===== config.mk =====
export PLATFORM = sky130hd
export DESIGN_NAME = unstripe_lane_scheduler
export DESIGN_NICKNAME = d
export VERILOG_FILES = /design/src/rtl/unstripe_lane_scheduler.sv
export SDC_FILE = /design/constraint.sdc
export NUM_CORES = 1
export LEC_CHECK = 0
export ABC_AREA = 1
export CORE_AREA = 4 4 204 206
export CTS_BUF_LIST = sky130_fd_sc_hd__clkbuf_4 sky130_fd_sc_hd__clkbuf_8 sky130_fd_sc_hd__clkbuf_16
export CTS_CLUSTER_DIAMETER = 40
export DETAILED_ROUTE_END_ITERATION = 8
export DIE_AREA = 0 0 208 210
export DONT_BUFFER_PORTS = 1
export GPL_ROUTABILITY_DRIVEN = 0
export HOLD_SLACK_MARGIN = 0.15
export PLACE_DENSITY_LB_ADDON = 0.08
export SLEW_MARGIN = 20
export SYNTH_ARGS = -nofsm -noshare
export SYNTH_HDL_FRONTEND = slang
export SYNTH_SLANG_ARGS = --single-unit
export TNS_END_PERCENT = 100

===== constraint.sdc =====
create_clock -name clk_2f -period 4.1 [get_ports clk_2f]
set_input_delay 0.82 -clock clk_2f [delete_from_list [all_inputs] [get_ports clk_2f]]
set_output_delay 0.82 -clock clk_2f [all_outputs]
set_load 0.01 [all_outputs]

===== src/rtl/unstripe_lane_scheduler.sv =====
// Two-lane un-striping scheduler: buffers each lane in a small FIFO and re-issues
// words strictly as lane 0, lane 1, lane 0, ... with sticky skew/overflow flags.
module unstripe_lane_scheduler #(
    parameter int DW       = 32,
    parameter int DEPTH    = 4,
    parameter int MAX_WAIT = 8
) (
    input  logic          clk_2f,
    input  logic          reset,
    input  logic [DW-1:0] lane_0,
    input  logic          valid_0,
    input  logic [DW-1:0] lane_1,
    input  logic          valid_1,
    output logic [DW-1:0] data_out,
    output logic          valid_out,
    output logic          lane_sel,
    output logic          busy,
    output logic          skew_err,
    output logic          ovf_0,
    output logic          ovf_1
);
    localparam int AW = (DEPTH > 1) ? $clog2(DEPTH) : 1;
    localparam int CW = AW + 1;
    localparam logic [CW-1:0] CNT_FULL = CW'(DEPTH);
    localparam logic [7:0]    WAIT_LIM = 8'(MAX_WAIT);

    typedef enum logic [1:0] {
        ST_IDLE  = 2'd0,
        ST_RUN   = 2'd1,
        ST_ERROR = 2'd2
    } state_t;

    state_t        state_q, state_d;
    logic [DW-1:0] mem0_q [DEPTH];
    logic [DW-1:0] mem0_d [DEPTH];
    logic [DW-1:0] mem1_q [DEPTH];
    logic [DW-1:0] mem1_d [DEPTH];
    logic [AW-1:0] wptr0_q, wptr0_d, rptr0_q, rptr0_d;
    logic [AW-1:0] wptr1_q, wptr1_d, rptr1_q, rptr1_d;
    logic [CW-1:0] cnt0_q, cnt0_d, cnt1_q, cnt1_d;
    logic          lane_sel_q, lane_sel_d;
    logic [7:0]    wait_q, wait_d;
    logic [DW-1:0] data_q, data_d;
    logic          valid_q, valid_d;
    logic          skew_q, skew_d;
    logic          ovf0_q, ovf0_d;
    logic          ovf1_q, ovf1_d;

    logic          empty0_s, empty1_s, full0_s, full1_s;
    logic          pop_cand0_s, pop_cand1_s, over0_s, over1_s;
    logic          wait_inc_s, timeout_s;
    logic [7:0]    wait_next_s;
    logic          push0_s, push1_s, pop0_s, pop1_s, flush_s;

    // FIFO status and RUN-state pop/overflow/stall qualifiers
    always_comb begin
        empty0_s    = (cnt0_q == {CW{1'b0}});
        empty1_s    = (cnt1_q == {CW{1'b0}});
        full0_s     = (cnt0_q == CNT_FULL);
        full1_s     = (cnt1_q == CNT_FULL);
        pop_cand0_s = !lane_sel_q && !empty0_s;
        pop_cand1_s = lane_sel_q && !empty1_s;
        // a pop from a full FIFO frees the slot the same-edge push lands in
        over0_s     = valid_0 && full0_s && !pop_cand0_s;
        over1_s     = valid_1 && full1_s && !pop_cand1_s;
        wait_inc_s  = lane_sel_q ? (empty1_s && !empty0_s) : (empty0_s && !empty1_s);
        wait_next_s = wait_q + 8'd1;
        timeout_s   = wait_inc_s && (wait_next_s >= WAIT_LIM);
    end

    // Sequencing FSM next state, output staging and FIFO bookkeeping
    always_comb begin
        state_d    = state_q;
        mem0_d     = mem0_q;
        mem1_d     = mem1_q;
        wptr0_d    = wptr0_q;
        rptr0_d    = rptr0_q;
        wptr1_d    = wptr1_q;
        rptr1_d    = rptr1_q;
        cnt0_d     = cnt0_q;
        cnt1_d     = cnt1_q;
        lane_sel_d = lane_sel_q;
        wait_d     = wait_q;
        data_d     = data_q;
        valid_d    = 1'b0;
        skew_d     = skew_q;
        ovf0_d     = ovf0_q;
        ovf1_d     = ovf1_q;
        push0_s    = 1'b0;
        push1_s    = 1'b0;
        pop0_s     = 1'b0;
        pop1_s     = 1'b0;
        flush_s    = 1'b0;

        case (state_q)
            ST_IDLE: begin
                lane_sel_d = 1'b0;
                wait_d     = 8'd0;
                if (valid_0 && full0_s) begin
                    ovf0_d  = 1'b1;
                    state_d = ST_ERROR;
                end else if (valid_0 || !empty0_s) begin
                    push0_s = valid_0;
                    state_d = ST_RUN;
                end else begin
                    state_d = ST_IDLE;
                end
            end
            ST_RUN: begin
                if (over0_s || over1_s || timeout_s) begin
                    ovf0_d  = ovf0_q | over0_s;
                    ovf1_d  = ovf1_q | over1_s;
                    skew_d  = skew_q | timeout_s;
                    wait_d  = 8'd0;
                    state_d = ST_ERROR;
                end else begin
                    push0_s = valid_0;
                    push1_s = valid_1;
                    if (pop_cand0_s || pop_cand1_s) begin
                        pop0_s     = pop_cand0_s;
                        pop1_s     = pop_cand1_s;
                        data_d     = lane_sel_q ? mem1_q[rptr1_q] : mem0_q[rptr0_q];
                        valid_d    = 1'b1;
                        lane_sel_d = !lane_sel_q;
                        wait_d     = 8'd0;
                    end else if (wait_inc_s) begin
                        wait_d = wait_next_s;
                    end else begin
                        wait_d = wait_q;
                    end
                    if (empty0_s && empty1_s && !valid_0 && !valid_1 && !lane_sel_q) begin
                        state_d = ST_IDLE;
                    end else begin
                        state_d = ST_RUN;
                    end
                end
            end
            ST_ERROR: begin
                flush_s    = 1'b1;
                lane_sel_d = 1'b0;
                wait_d     = 8'd0;
                state_d    = ST_IDLE;
            end
            default: begin
                flush_s    = 1'b1;
                lane_sel_d = 1'b0;
                wait_d     = 8'd0;
                state_d    = ST_IDLE;
            end
        endcase

        if (flush_s) begin
            wptr0_d = {AW{1'b0}};
            rptr0_d = {AW{1'b0}};
            cnt0_d  = {CW{1'b0}};
            wptr1_d = {AW{1'b0}};
            rptr1_d = {AW{1'b0}};
            cnt1_d  = {CW{1'b0}};
        end else begin
            if (push0_s) begin
                mem0_d[wptr0_q] = lane_0;
                wptr0_d         = wptr0_q + AW'(1);
            end else begin
                wptr0_d = wptr0_q;
            end
            if (push1_s) begin
                mem1_d[wptr1_q] = lane_1;
                wptr1_d         = wptr1_q + AW'(1);
            end else begin
                wptr1_d = wptr1_q;
            end
            if (pop0_s) begin
                rptr0_d = rptr0_q + AW'(1);
            end else begin
                rptr0_d = rptr0_q;
            end
            if (pop1_s) begin
                rptr1_d = rptr1_q + AW'(1);
            end else begin
                rptr1_d = rptr1_q;
            end
            case ({push0_s, pop0_s})
                2'b10:   cnt0_d = cnt0_q + CW'(1);
                2'b01:   cnt0_d = cnt0_q - CW'(1);
                default: cnt0_d = cnt0_q;
            endcase
            case ({push1_s, pop1_s})
                2'b10:   cnt1_d = cnt1_q + CW'(1);
                2'b01:   cnt1_d = cnt1_q - CW'(1);
                default: cnt1_d = cnt1_q;
            endcase
        end
    end

    // State, FIFO and output registers with synchronous reset
    always_ff @(posedge clk_2f) begin
        if (reset) begin
            state_q    <= ST_IDLE;
            mem0_q     <= '{default: '0};
            mem1_q     <= '{default: '0};
            wptr0_q    <= {AW{1'b0}};
            rptr0_q    <= {AW{1'b0}};
            wptr1_q    <= {AW{1'b0}};
            rptr1_q    <= {AW{1'b0}};
            cnt0_q     <= {CW{1'b0}};
            cnt1_q     <= {CW{1'b0}};
            lane_sel_q <= 1'b0;
            wait_q     <= 8'd0;
            data_q     <= {DW{1'b0}};
            valid_q    <= 1'b0;
            skew_q     <= 1'b0;
            ovf0_q     <= 1'b0;
            ovf1_q     <= 1'b0;
        end else begin
            state_q    <= state_d;
            mem0_q     <= mem0_d;
            mem1_q     <= mem1_d;
            wptr0_q    <= wptr0_d;
            rptr0_q    <= rptr0_d;
            wptr1_q    <= wptr1_d;
            rptr1_q    <= rptr1_d;
            cnt0_q     <= cnt0_d;
            cnt1_q     <= cnt1_d;
            lane_sel_q <= lane_sel_d;
            wait_q     <= wait_d;
            data_q     <= data_d;
            valid_q    <= valid_d;
            skew_q     <= skew_d;
            ovf0_q     <= ovf0_d;
            ovf1_q     <= ovf1_d;
        end
    end

    assign data_out  = data_q;
    assign valid_out = valid_q;
    assign lane_sel  = lane_sel_q;
    assign busy      = (state_q != ST_IDLE);
    assign skew_err  = skew_q;
    assign ovf_0     = ovf0_q;
    assign ovf_1     = ovf1_q;

endmodule


* Yosys cells after proc, flatten, opt, wreduce, memory -nomap -nowiden *
Cells that the tools add are included.

word-level totals
  output and inout bits = 38
  bits of input ports = 68
  logic and storage cells = 138
  register bits = 317

cells by class
  bitwise operators = 10
  order comparisons = 7
  equal/unequal tests = 9
  add/subtract/negate cells = 9
  muxes and demuxes = 37
  reduce and logical (&&, ||, !) cells = 44

operators with widths
  operator                                             count
  bitwise mux 128 bit                                  2
  2-to-1 mux 32 bit                                    7
  binary-select mux 32 bit (select 2 bit)              2
  demux 32 bit (select 2 bit)                          2
  2-to-1 mux 1 bit                                     17
  logical AND 1 bit                                    15
  >= comparator 3 bit, second input constant           4
  inverter 2 -> 3 bit                                  4
  case mux 3 bit (2 select lines)                      2
  adder 2 x 1 -> 2 bit, second input constant          4
  adder 8 x 1 -> 8 bit, second input constant          1
  >= comparator 8 x 4 -> 1 bit, second input constant  1
  AND reduction 2 bit                                  4
  nonzero test 2 bit                                   4
  logical NOT 1 bit                                    7
  adder 3 x 1 -> 3 bit, second input constant          2
  == test 2 x 1 -> 1 bit, second input constant        3
  == test 3 bit, second input constant                 2
  logical NOT 3 bit                                    2
  < comparator 3 x 1 -> 1 bit, second input constant   2
  AND reduction 3 bit                                  2
  OR reduction 2 bit                                   3
  subtractor 3 x 1 -> 3 bit, second input constant     2
  == test 2 bit, second input constant                 2
  10 further kinds                                     20

* Longest topological paths before layout *
  word-level depth = 11
  depth in mapped cells = 20
  depth with buffers taken out = 20

* Worst setup path before layout *
Ideal clock, no wire load.

  kind = reg-to-reg
  from = register wait_q[0]
  to = register cnt1_q[2]
  slack = 1.488 ns
  stages on the path, launching flop included = 21
  clock period less this slack = 2.612 ns
  data required time = 3.978 ns
  buffers on the path = 0
  setup time = 0.122 ns
  data arrival time = 2.490 ns
  path through = dfxtp_1 ha_1 nand2_1 nor2_1 nand2_1 nand2_1 nand2_1 nor2_1 nand2_1 nand2_2 nand3_4 inv_4 nand2_1 inv_1 ha_1 inv_1 fa_1 a21oi_1 o21ai_0 o21ai_0 a21oi_1

between the ends
  longest elaborated chain between the ends = 8
  elaborated cells between the ends (all ways) = 12
  those cells by class = add/sub (1); order compare (1); eq/ne (2); mux (5); reduce/logical (3)

ends and longest elaborated chain
  element                                                                line  RTL
  start, declared                                                        42    logic [7:0] wait_q, wait_d;
  start signal, assigned                                                 225   wait_q <= wait_d;
  adder 8 x 1 -> 8 bit *                                                 67    wait_next_s = wait_q + 8'd1;
  >= comparator 8 x 4 -> 1 bit *                                         68    timeout_s = wait_inc_s && (wait_next_s >= WAIT_LIM);
  logical AND 1 bit *                                                    68
  logical OR 1 bit *                                                     110   if (over0_s || over1_s || timeout_s) begin
  2-to-1 mux 1 bit *                                                     110
  2-to-1 mux 1 bit *                                                     95    case (state_q)
  net pop1_s                                                             53    logic push0_s, push1_s, pop0_s, pop1_s, flush_s;
  == test 2 x 1 -> 1 bit or == test 2 bit (tied branches)                187   case ({push1_s, pop1_s})
  case mux 3 bit (2 select lines) or nonzero test 2 bit (tied branches)  n/a
  end signal, assigned                                                   206   cnt1_q <= {CW{1'b0}};
  end signal, assigned                                                   223   cnt1_q <= cnt1_d;
  end, declared                                                          40    logic [CW-1:0] cnt0_q, cnt0_d, cnt1_q, cnt1_d;

The timed path passes the listed nets; every way through them passes the cells marked *.
A chain may end at the register's enable or synchronous reset.

* Final worst setup path *
  from = register wait_q[0]
  to = register mem0_q[7] (netlist name)

between the ends
  longest elaborated chain between the ends = 7

ends and longest elaborated chain
  element                          line  RTL
  adder 8 x 1 -> 8 bit             67
  >= comparator 8 x 4 -> 1 bit     68
  logical AND 1 bit                68
  logical OR 1 bit                 110
  2-to-1 mux 1 bit                 110
  case mux 1 bit (2 select lines)  95
  AND reduction 2 bit (no line)    n/a
  end signal, assigned             216   mem0_q <= mem0_d;
  end, declared                    34    logic [DW-1:0] mem0_q [DEPTH];

Every way passes these cells.

==> impl_metrics.py <==
metrics = {
    "run_status": {
        "status": "completed",
    },
    "synthesis": {
        "syn_inst": 2280,
        "synth_top_area_share_pct": 40.2,
        "syn-mean-instance-area_um2": 6.92,
        "synth_flop_cell": "dfxtp_1",
        "syn_area_um2": 15800,
        "async_flop_share_pct": 0,
        "postSynthNetCount": 2362,
        "yosysWarnings": 0,
        "yosys-top-cells-area": "dfxtp_1 (40%), nor2_1 (12%), nand3_1 (8.3%)",
        "synth_top_area_cell": "dfxtp_1",
        "yosysMostFrequentCell": "nor2_1",
        "ys_ff_latch": 317,
        "yosys-top-cells-count": "nor2_1 (492), dfxtp_1 (317), nand2_1 (306)",
        "synth.distinct_cells": 33,
        "synth_edf_count": 0,
        "yosysSeqAreaShare_pct": 40.2,
    },
    "detailed_routing": {
        "first_pass_iters": 5,
        "drt-total-wl_mm": 48.6,
        "dr.max_layer_used": "met5",
        "viasPerCell": 5.22,
        "wire_per_inst_um": 17.6,
        "wl_met1_mm": 23.4,
        "drt_iter0_markers": 1062,
        "routed-wl-met2_mm": 21.6,
        "dr_total_vias": 14394,
        "final_antenna_net_count": 0,
        "wl_met3_mm": 2.50,
        "drc": 0,
    },
    "pwr": {
        "p_leak_uw": 0.00731,
        "switching_share_pct": 37.3,
        "seqPwrFrac_pct": 31.3,
        "clockPowerShare_pct": 38.4,
        "pwr-share-comb_pct": 30.3,
        "power_switching_uw": 4780,
        "p_int_uw": 8030,
        "power_density_nw_per_um2": 719,
        "peakVddDrop_v": 0.000336,
    },
    "critical_path": {
        "end_kind": "flip-flop",
        "critical_path_class": "flip-flop to flip-flop",
        "cp_cell_sequence": "ha_1, nand2_1, nor2_1, nand2_1, nand2_1, nand2_1, nor2_1, nand2_1, nand2_2, nand4_1, nand2_8, buf_12, nand3_1, nand2_1, nor2_1",
        "cpPeakStageDelay_ns": 0.64,
        "crit_path_frequent_cell": "nand2_1",
        "worstPathMaxFanout": 258,
        "required_ns": 4.58,
        "critPathSlowestCell": "buf_12",
        "crit_path_start_kind": "flip-flop",
        "cp_data_arrival_time_ns": 3.42,
    },
    "clock_network": {
        "cts_setup_buffers": 0,
        "insertion_delay_ns": 0.60,
        "ctsResizeCount": 0,
        "clockBufferDepth": 3,
        "clock_sinks": 317,
        "cts_max_level": 2,
        "cts-root-buf": "clkbuf_16",
        "cts_buffers": 58,
        "hold_buffers": 0,
        "cts_tree": "yes",
        "clkSlewWorstSetupHoldPaths_ns": 0.05,
    },
    "global_route": {
        "grt_antenna_before_repair": 3,
        "grt_pass1_vias": 13250,
        "grt_max_degree": 259,
        "grt_use_total_pct": 21.3,
        "grt_first_pass_wirelength_mm": 76.2,
        "overflow": 0,
    },
    "place": {
        "hpwlAfterDp_mm": 27.6,
        "port_buffers": 0,
        "placed_cells": 2649,
    },
    "die": {
        "core-area_um2": 39600,
        "start_util_pct": 39.8,
        "fp.dieW_um": 208,
        "io_pins": 106,
        "dieArea_um2": 43700,
        "fp.dieH_um": 210,
        "placementRows": 73,
    },
    "final_layout": {
        "drive_above_1_share_pct": 16.7,
        "n_antenna_cell": 0,
        "nets": 2266,
        "fillers": 4114,
        "stdcell_count": 2759,
        "syn_to_final_growth_pct": 13.0,
    },
    "sta": {
        "fin_setup_tns_ns": 0,
        "tightest_slew_ns": 1.11,
        "period_share_pct": 71.7,
        "hold_viol": 0,
        "setup_viol_count_final": 0,
        "final.min_clock_period_ns": 2.94,
        "rsz0062_at_grt": "no",
        "relSlewSlack_pct": 25.7,
        "fin_worst_skew_ns": 0.0252,
        "timing_max_transition_violations_final": 0,
        "fmax_ghz": 0.340,
    },
    "run": {
        "cap_viol_max_count": 0,
    },
    "worst_hold_path": {
        "min_path_type": "primary input to flip-flop",
    },
}
## placed cells by master (no fill, tap or decap), types with 8 or more instances in the layout
master,Yosys,routed
nor2_1,492,492
a21oi_1,149,149
o21ai_0,175,175
a31oi_1,32,32
inv_1,105,103
clkinv_2,0,14
o221a_2,32,32
buf_4,28,25
nand2_1,306,306
nand3_1,263,263
ha_1,12,8
clkbuf_16,0,58
dfxtp_1,317,315
clkinvlp_4,0,11
nor2_2,183,183
## path summary, 6_finish.rpt
check | cells past startpoint | to | slack [ns] | start
setup / recovery | 15 | mem0_q[7]$_SDFFE_PP0P_ | 1.16 | wait_q[0]$_SDFFE_PP0P_
hold / removal | 1 | valid_out$_SDFF_PP0_ | 0.29 | reset
setup reg to reg | 15 | mem0_q[7]$_SDFFE_PP0P_ | 1.16 | wait_q[0]$_SDFFE_PP0P_
hold reg to reg | 2 | mem1_q[31]$_SDFFE_PP0P_ | 0.46 | mem1_q[31]$_SDFFE_PP0P_
## metal layers
layer,up-vias,GRT usage [%]
met4,6,6.30
li1,7214,-
met1,6743,30.4
met5,-,0
met3,81,3.65
met2,350,33.3
## per-stage QoR
step                setup WS (ns)  instance area (um^2)  util, %  total power [uW]  hold WS [ns]
global route                0.811                 17800     44.9             13500         0.271
floorplan                    1.49                 15800        -              6810         0.434
detailed placement           1.22                 15800     39.8              7920         0.451
global placement             1.23                 15800     39.8              7900         0.444
CTS                          1.19                 17800     44.9             12900         0.250
finish                       1.16                 17800     44.9             12800         0.291
## cell type report
class	instances	area, um^2	share of cell area [%]
clock inverter	42	458	2.57
timing repair buffer	30	288	1.62
sequential	317	6350	35.6
multi-input combinational	1669	8090	45.4
clock buffer	68	1560	8.78
inverter	108	415	2.33
tap	525	657	3.69
## registers in the layout (all words and copies together) (netlist names)
| register | flops |
|---|---|
| wait_q | 8 |
| wptr1_q | 2 |
| state_q | 2 |
| rptr1_q | 2 |
| mem1_q | 128 |
| cnt1_q | 3 |
| lane_sel | 1 |
| cnt0_q | 3 |
| data_out | 32 |
| ovf_0 | 1 |
| ovf_1 | 1 |
| skew_err | 1 |
| wptr0_q | 2 |
| mem0_q | 128 |
| rptr0_q | 2 |
| valid_out | 1 |
## critical path: cells and delay by family, from the launching register on
family | cells | cell delay [ns]
AND/OR/NAND/NOR | 13 | 1.31
adder cells (fa/ha/maj) | 1 | 0.24
buffers and inverters | 1 | 0.64
flip-flops | 1 | 0.41
## power by group through the flow
| stage | Sequential (uW) | Clock (uW) | Combinational, uW |
|---|---|---|---|
| 6_report | 4010 | 4920 | 3880 |
| 5_1_grt | 4080 | 5150 | 4280 |
| 4_1_cts | 4020 | 5010 | 3860 |
| 3_5_place_dp | 4070 | 0 | 3850 |
| 3_3_place_gp | 4070 | 0 | 3830 |
| 2_1_floorplan | 3960 | 0 | 2850 |
## cells by family after synthesis
| kind of cell | synth area share (%) |
|---|---|
| AO/OA/AOI/OAI | 13.9 |
| AND/OR/NAND/NOR | 35.9 |
| buffers and inverters | 8.64 |
| adder cells (fa/ha/maj) | 1.21 |
| XOR/XNOR | 0.111 |
| flip-flops | 40.2 |
Power figures use the tool's default switching activity.
